==> src/rtl/if_stage.sv <==
// Instruction-fetch stage: holds the PC, issues word fetches under a credit
// limit, buffers in-order responses in a small FIFO and hands them to decode.
// A redirect restarts fetch, flushes the FIFO and discards in-flight responses.
module if_stage #(
  parameter logic [31:0] RESET_PC = 32'h0000_0000,
  parameter int unsigned DEPTH    = 4
) (
  input  logic        clk,
  input  logic        reset_n,
  output logic        imem_req_valid,
  input  logic        imem_req_ready,
  output logic [31:0] imem_req_addr,
  input  logic        imem_resp_valid,
  input  logic [31:0] imem_resp_data,
  input  logic        redirect_valid,
  input  logic [31:0] redirect_pc,
  output logic        id_valid,
  input  logic        id_ready,
  output logic [31:0] id_instr,
  output logic [31:0] id_pc
);

  localparam int unsigned AW = $clog2(DEPTH);
  localparam int unsigned CW = $clog2(DEPTH + 1);
  localparam int unsigned SW = CW + 2;

  logic [31:0]   r_pc;
  logic [31:0]   r_resp_pc;
  logic [CW-1:0] r_outstanding;
  logic [CW-1:0] r_drop;
  logic [CW-1:0] r_count;
  logic [AW-1:0] r_wptr;
  logic [AW-1:0] r_rptr;
  logic [31:0]   r_fifo_instr [DEPTH];
  logic [31:0]   r_fifo_pc    [DEPTH];

  logic [SW-1:0] w_inflight;
  logic          w_has_credit;
  logic          w_accept;
  logic          w_push;
  logic          w_drop_resp;
  logic          w_pop;
  logic [31:0]   w_redirect_pc;
  logic [CW-1:0] w_resp_one;
  logic          w_unused;

  assign w_unused      = ^redirect_pc[1:0];
  assign w_redirect_pc = {redirect_pc[31:2], 2'b00};

  // Credits cover requests in flight (kept or to be dropped) plus buffered entries
  assign w_inflight   = SW'(r_outstanding) + SW'(r_drop) + SW'(r_count);
  assign w_has_credit = (w_inflight < SW'(DEPTH));

  // Gated by reset_n so the request line drops immediately on asynchronous reset
  assign imem_req_valid = reset_n && !redirect_valid && w_has_credit;
  assign imem_req_addr  = r_pc;
  assign w_accept       = imem_req_valid && imem_req_ready;

  assign w_drop_resp = imem_resp_valid && (r_drop != '0);
  assign w_push      = imem_resp_valid && (r_drop == '0) && !redirect_valid;
  assign w_resp_one  = {{(CW-1){1'b0}}, imem_resp_valid};

  assign id_valid = (r_count != '0);
  assign w_pop    = id_valid && id_ready && !redirect_valid;
  assign id_instr = id_valid ? r_fifo_instr[r_rptr] : '0;
  assign id_pc    = id_valid ? r_fifo_pc[r_rptr]    : '0;

  // Fetch PC and the PC tag for the next kept response
  always_ff @(posedge clk or negedge reset_n) begin
    if (!reset_n) begin
      r_pc      <= RESET_PC;
      r_resp_pc <= RESET_PC;
    end else if (redirect_valid) begin
      r_pc      <= w_redirect_pc;
      r_resp_pc <= w_redirect_pc;
    end else begin
      if (w_accept) r_pc      <= r_pc + 32'd4;
      if (w_push)   r_resp_pc <= r_resp_pc + 32'd4;
    end
  end

  // In-flight request accounting: kept requests and responses still to discard
  always_ff @(posedge clk or negedge reset_n) begin
    if (!reset_n) begin
      r_outstanding <= '0;
      r_drop        <= '0;
    end else if (redirect_valid) begin
      // A response in this cycle is discarded either way: it consumes an existing
      // drop or is one of the outstanding requests just converted to drops.
      r_outstanding <= '0;
      r_drop        <= r_drop + r_outstanding - w_resp_one;
    end else begin
      if (w_drop_resp) r_drop <= r_drop - CW'(1);
      case ({w_accept, w_push})
        2'b10:   r_outstanding <= r_outstanding + CW'(1);
        2'b01:   r_outstanding <= r_outstanding - CW'(1);
        default: r_outstanding <= r_outstanding;
      endcase
    end
  end

  // FIFO pointers and occupancy; a redirect empties the buffer
  always_ff @(posedge clk or negedge reset_n) begin
    if (!reset_n) begin
      r_wptr  <= '0;
      r_rptr  <= '0;
      r_count <= '0;
    end else if (redirect_valid) begin
      r_wptr  <= '0;
      r_rptr  <= '0;
      r_count <= '0;
    end else begin
      if (w_push) r_wptr <= r_wptr + AW'(1);
      if (w_pop)  r_rptr <= r_rptr + AW'(1);
      case ({w_push, w_pop})
        2'b10:   r_count <= r_count + CW'(1);
        2'b01:   r_count <= r_count - CW'(1);
        default: r_count <= r_count;
      endcase
    end
  end

  // FIFO storage; contents are only visible through a nonzero count
  always_ff @(posedge clk) begin
    if (w_push) begin
      r_fifo_instr[r_wptr] <= imem_resp_data;
      r_fifo_pc[r_wptr]    <= r_resp_pc;
    end
  end

endmodule

==> config.mk <==
export PLATFORM = sky130hd
export DESIGN_NAME = if_stage
export DESIGN_NICKNAME = d
export VERILOG_FILES = /design/src/rtl/if_stage.sv
export SDC_FILE = /design/constraint.sdc
export NUM_CORES = 1
export LEC_CHECK = 0
export BUFFER_PORTS_ARGS = -buffer_cell sky130_fd_sc_hd__buf_2
export CORE_AREA = 2 2 170 172
export CTS_BUF_LIST = sky130_fd_sc_hd__clkbuf_4 sky130_fd_sc_hd__clkbuf_8
export CTS_CLUSTER_DIAMETER = 50
export DETAILED_ROUTE_END_ITERATION = 8
export DIE_AREA = 0 0 172 174
export PLACE_DENSITY_LB_ADDON = 0.15
export SLEW_MARGIN = 20
export SYNTH_ARGS = -nofsm -noshare
export SYNTH_HDL_FRONTEND = slang
export SYNTH_SLANG_ARGS = --single-unit
==> constraint.sdc <==
create_clock -name clk -period 4.8 [get_ports clk]
set_input_delay 0.48 -clock clk [delete_from_list [all_inputs] [get_ports clk]]
set_output_delay 0.48 -clock clk [all_outputs]
set_load 0.005 [all_outputs]
==> impl.org <==
** Power and ir drop
- Static Leakage :: 5.91 nW
- IR analysis of the VDD net gives a maximum drop of 0.198 mV.
- Pwr dens :: 462 nW/um^2

** Setup path
- STA classifies the critical path startpoint as a register.
- FF-to-FF path depth :: 14
- Crit path largest cell delay :: 0.52 ns
- By startpoint and endpoint, the worst setup path is classified as register to register.
- Signal arrival time at the worst endpoint :: 4.02 ns
- Cell mode on critical path :: sky130_fd_sc_hd__fa_1
- Data required time of the worst path :: 5.26 ns
- Element type at the critical path end :: register
- Reg2reg start :: r_drop[2]$_DFFE_PN0P_
- Critical path, cell by cell :: inv_1 -> fa_1 -> inv_1 -> fa_1 -> nor3b_1 -> nand2_1 -> buf_4 -> nor2_1 -> nor3_1 -> fa_1 -> nand2_1 -> nor3_1 -> a21oi_1 -> mux2_2
- Reg2reg end :: r_outstanding[2]$_DFFE_PN0P_
- Maximum fanout encountered on the critical timing path :: 12
- Standard cell with the maximum stage delay on the critical path :: sky130_fd_sc_hd__fa_1
- In this run the register-to-register setup slack is 1.25 ns.

** Route
- The first detailed-routing pass took 5 iterations.
- Once detail routing completed, the nets flagged for antenna violations numbered 0.
- In the routed layout, each cell is associated on average with a via count of 5.41.
- Number of DRC violations after detailed routing :: 0
- Dividing the detail-routed wire length by the instance count gives 19.3 um.
- Total number of vias :: 8181
- The first routing iteration left 568 violations.
- After detailed routing, the total wire length is 29.1 mm.

** Yosys
- Multiplexer share of the synthesized area :: 11.6%
- Avg Synthesized Cell Area :: 15.5 um^2
- Synthesized-area fraction occupied by xor and xnor cells :: 2.64%
- Main flop type after synthesis :: sky130_fd_sc_hd__edfxtp_1
- Largest family of logic cells by synthesized area :: multiplexers
- The synthesized netlist contains 52 unique library cells.
- In the synthesized netlist, the number of instances is 897.
- Number of flops mapped to enable cells by yosys :: 248
- Summing the areas of all and, or, nand and nor instances in the mapped netlist gives 10.8% of the synthesized area.
- Post-Synth Adder-Cell Area :: 2.12%
- Counting flops and latches in the post-synthesis netlist gives 321.
- The synthesized netlist devotes 3.69% of its cell area to compound gates.
- Cell area after synthesis :: 13900 um^2
- Sequential cells were found to cover 66.6% of the synthesized design area.
- Yosys printed 0 warnings.
- After synthesis, the share of flip-flops with an asynchronous set or reset is 22.7%.

** Die
- Die height :: 174 um
- # rows :: 62
- Core area :: 28200 um^2
- The die is 172 um wide.
- Top Ports :: 168
- The die covers 29900 um^2.
- The initial utilization of the core area, before any placement, comes to 49.3%.

** STA
- Fmax achieved :: 281 MHz
- Fin Clk Skew :: 0.0246 ns
- At the pin with the least slew margin, the transition time is 0.849 ns.
- Setup tns final :: 0 ns
- Setup repair after global routing left no endpoint under its margin.
- The final critical path takes up 74.0% of the cycle.
- The routed design could run at a clock period as short as 3.55 ns.
- Final max-slew violation count :: 0
- Number of endpoints failing setup at the final stage :: 0
- Worst relative slew slack :: 43.4%
- The count of endpoints failing hold in the final timing report came to 0.
- Hold slack final :: 0.0401 ns

** Final layout
- Relative to the synthesized area, the layout overhead comes to 16.3%.
- Across the whole layout, storage elements account for 9280 um^2.
- Fill cell total of the finished layout :: 2310
- Fin nets :: 1173
- The post-route netlist has 31.1% of its cells at a drive strength greater than 1.
- Multi-input gate area in the final layout :: 4320 um^2

** Clock tree
- Number of buffers on the longest clock path :: 3
- The number of setup buffers added after CTS is 0.
- Clock-pin slew was measured on the worst setup and hold paths at 0.06 ns.
- At the later pin of the worst-skew pair, clock insertion delay measures 0.58 ns.
- CTS tree :: done
- After clock tree synthesis, the repair step resized 0 gates.
- Clock root buffer :: sky130_fd_sc_hd__clkbuf_8
- Sink Count :: 321
- CTS H-tree depth :: 2
- Buffers inserted to repair hold after CTS numbered 0.
- Number of buffers added by the clock tree synthesis step :: 51

** Placement
- Final GP Congestion :: 0.861
- Final HPWL DP :: 17.9 mm
- PortBufs :: 161

** Global route
- After global routing the overflow that remains totals 0.
- Global-route wire length before repair :: 46.1 mm
- The number of antenna violations at the first check in global routing was 1.
- Aggregate global-route resource usage :: 19.9%
- Entering global routing, the biggest net connects 74 pins.
- The number of global-route vias before repair is 8299.

** Worst hold path
- Worst Hold Class :: input pin to async pin

** Flow run
- Total of max-cap violations :: 0

** Run status
- Result of the run :: completed
==> metal layers <==
layer	vias to the layer above	track usage, %	part of all wire [%]
met4	0	5.53	1.8
met1	4039	29.5	46
met5	-	0	0
li1	3797	-	-
met2	293	29.8	45
met3	52	4.67	7.3
==> worst max-delay path, delay by kind of cell (launching register included) <==
kind | cells | cell delay (ns)
adder cells (fa/ha/maj) | 3 | 1.41
AND/OR/NAND/NOR | 6 | 0.72
flip-flops | 1 | 0.44
buffers and inverters | 3 | 0.36
multiplexers | 1 | 0.35
AO/OA/AOI/OAI | 1 | 0.17
==> flip-flops by register name, indices dropped and copies added, names as in the netlist <==
register,count
imem_req_addr,30
r_resp_pc,30
r_fifo_instr,128
r_fifo_pc,120
r_rptr,2
r_outstanding,3
r_wptr,2
r_count,3
r_drop,3
==> cell usage after synthesis (all sizes together) (4+ instances only) <==
cell type  number  share of area [%]
o21ai          31                1.1
edfxtp        248                 54
mux2           17                1.4
nor3b           4               0.22
or3             5               0.22
nand3          27                1.0
and2           67                3.0
nand4          17               0.81
nor4           16                1.0
or4             5               0.27
nor2           22               0.59
mux4           62                 10
a211oi          4               0.22
nor3           23               0.83
and3           12               0.54
ha             14                1.3
buf            19               0.77
nand2          59                1.6
a21oi          15               0.54
inv            33               0.89
clkbuf         29               0.78
fa              6               0.86
dfrtp          73                 13
o211ai          7               0.38
o311ai         11               0.69
xor2           17                1.1
xnor2          25                1.6
==> area by class of cell <==
type / instances / share of cell area (%)
clock inverter: 32 / 1.08
multi-input combinational: 498 / 26.7
antenna: 1 / 0.0155
tap: 384 / 2.97
clock buffer: 64 / 5.06
inverter: 33 / 0.765
timing repair buffer: 178 / 6.10
sequential: 321 / 57.3
==> placed cells by master, fill, tap and decap left out, types with 15 or more instances in the layout <==
cell	n
sky130_fd_sc_hd__dfrtp_1	71
sky130_fd_sc_hd__buf_2	161
sky130_fd_sc_hd__mux2_2	17
sky130_fd_sc_hd__o21ai_0	26
sky130_fd_sc_hd__nand3_1	25
sky130_fd_sc_hd__clkinv_1	20
sky130_fd_sc_hd__a21oi_1	15
sky130_fd_sc_hd__xor2_1	17
sky130_fd_sc_hd__nand2_1	59
sky130_fd_sc_hd__xnor2_1	25
sky130_fd_sc_hd__nand4_1	16
sky130_fd_sc_hd__inv_1	33
sky130_fd_sc_hd__and2_1	67
sky130_fd_sc_hd__mux4_2	62
sky130_fd_sc_hd__nor2_1	22
sky130_fd_sc_hd__nor3_1	23
sky130_fd_sc_hd__edfxtp_1	248
sky130_fd_sc_hd__clkbuf_8	54
==> logic make-up after synthesis <==
logic type      after synthesis
buf+inv                      81
simple gates                269
compound gates               81
fa+ha+maj                    20
other cells                   1
xor+xnor                     42
mux                          82
flops                       321
==> how the worst max path moves through the flow <==
stage                                from                      endpoint  cells past startpoint
CTS                 r_drop[2]$_DFFE_PN0P_  r_outstanding[2]$_DFFE_PN0P_                     14
finish              r_drop[2]$_DFFE_PN0P_  r_outstanding[2]$_DFFE_PN0P_                     14
floorplan           r_drop[2]$_DFFE_PN0P_  r_outstanding[2]$_DFFE_PN0P_                     14
global placement    r_drop[2]$_DFFE_PN0P_  r_outstanding[2]$_DFFE_PN0P_                     14
detailed placement  r_drop[2]$_DFFE_PN0P_  r_outstanding[2]$_DFFE_PN0P_                     14
global route        r_drop[2]$_DFFE_PN0P_  r_outstanding[2]$_DFFE_PN0P_                     14
==> where the power goes <==
part / switching, mW / total, mW / internal [mW] / leakage [nW]
Sequential: 0.224 / 3.39 / 3.17 / 3.12
Clock: 1.06 / 2.24 / 1.18 / 0.523
Combinational: 0.922 / 1.85 / 0.926 / 2.26
==> through the flow <==
stage / std cells / util, % / total power [mW] / area, um^2 / setup slack, ns
after CTS: 1510 / 57.3 / 7.60 / 16200 / 1.23
after floorplan: 900 / - / 4.62 / 13900 / 1.20
after global placement: 1414 / 53.8 / 5.32 / 15200 / 1.29
final: 1511 / 57.3 / 7.48 / 16200 / 1.25
after detailed placement: 1414 / 53.8 / 5.34 / 15200 / 1.27
after global routing: 1511 / 57.3 / 7.94 / 16200 / 0.934
(Power assumes the default switching activity.)
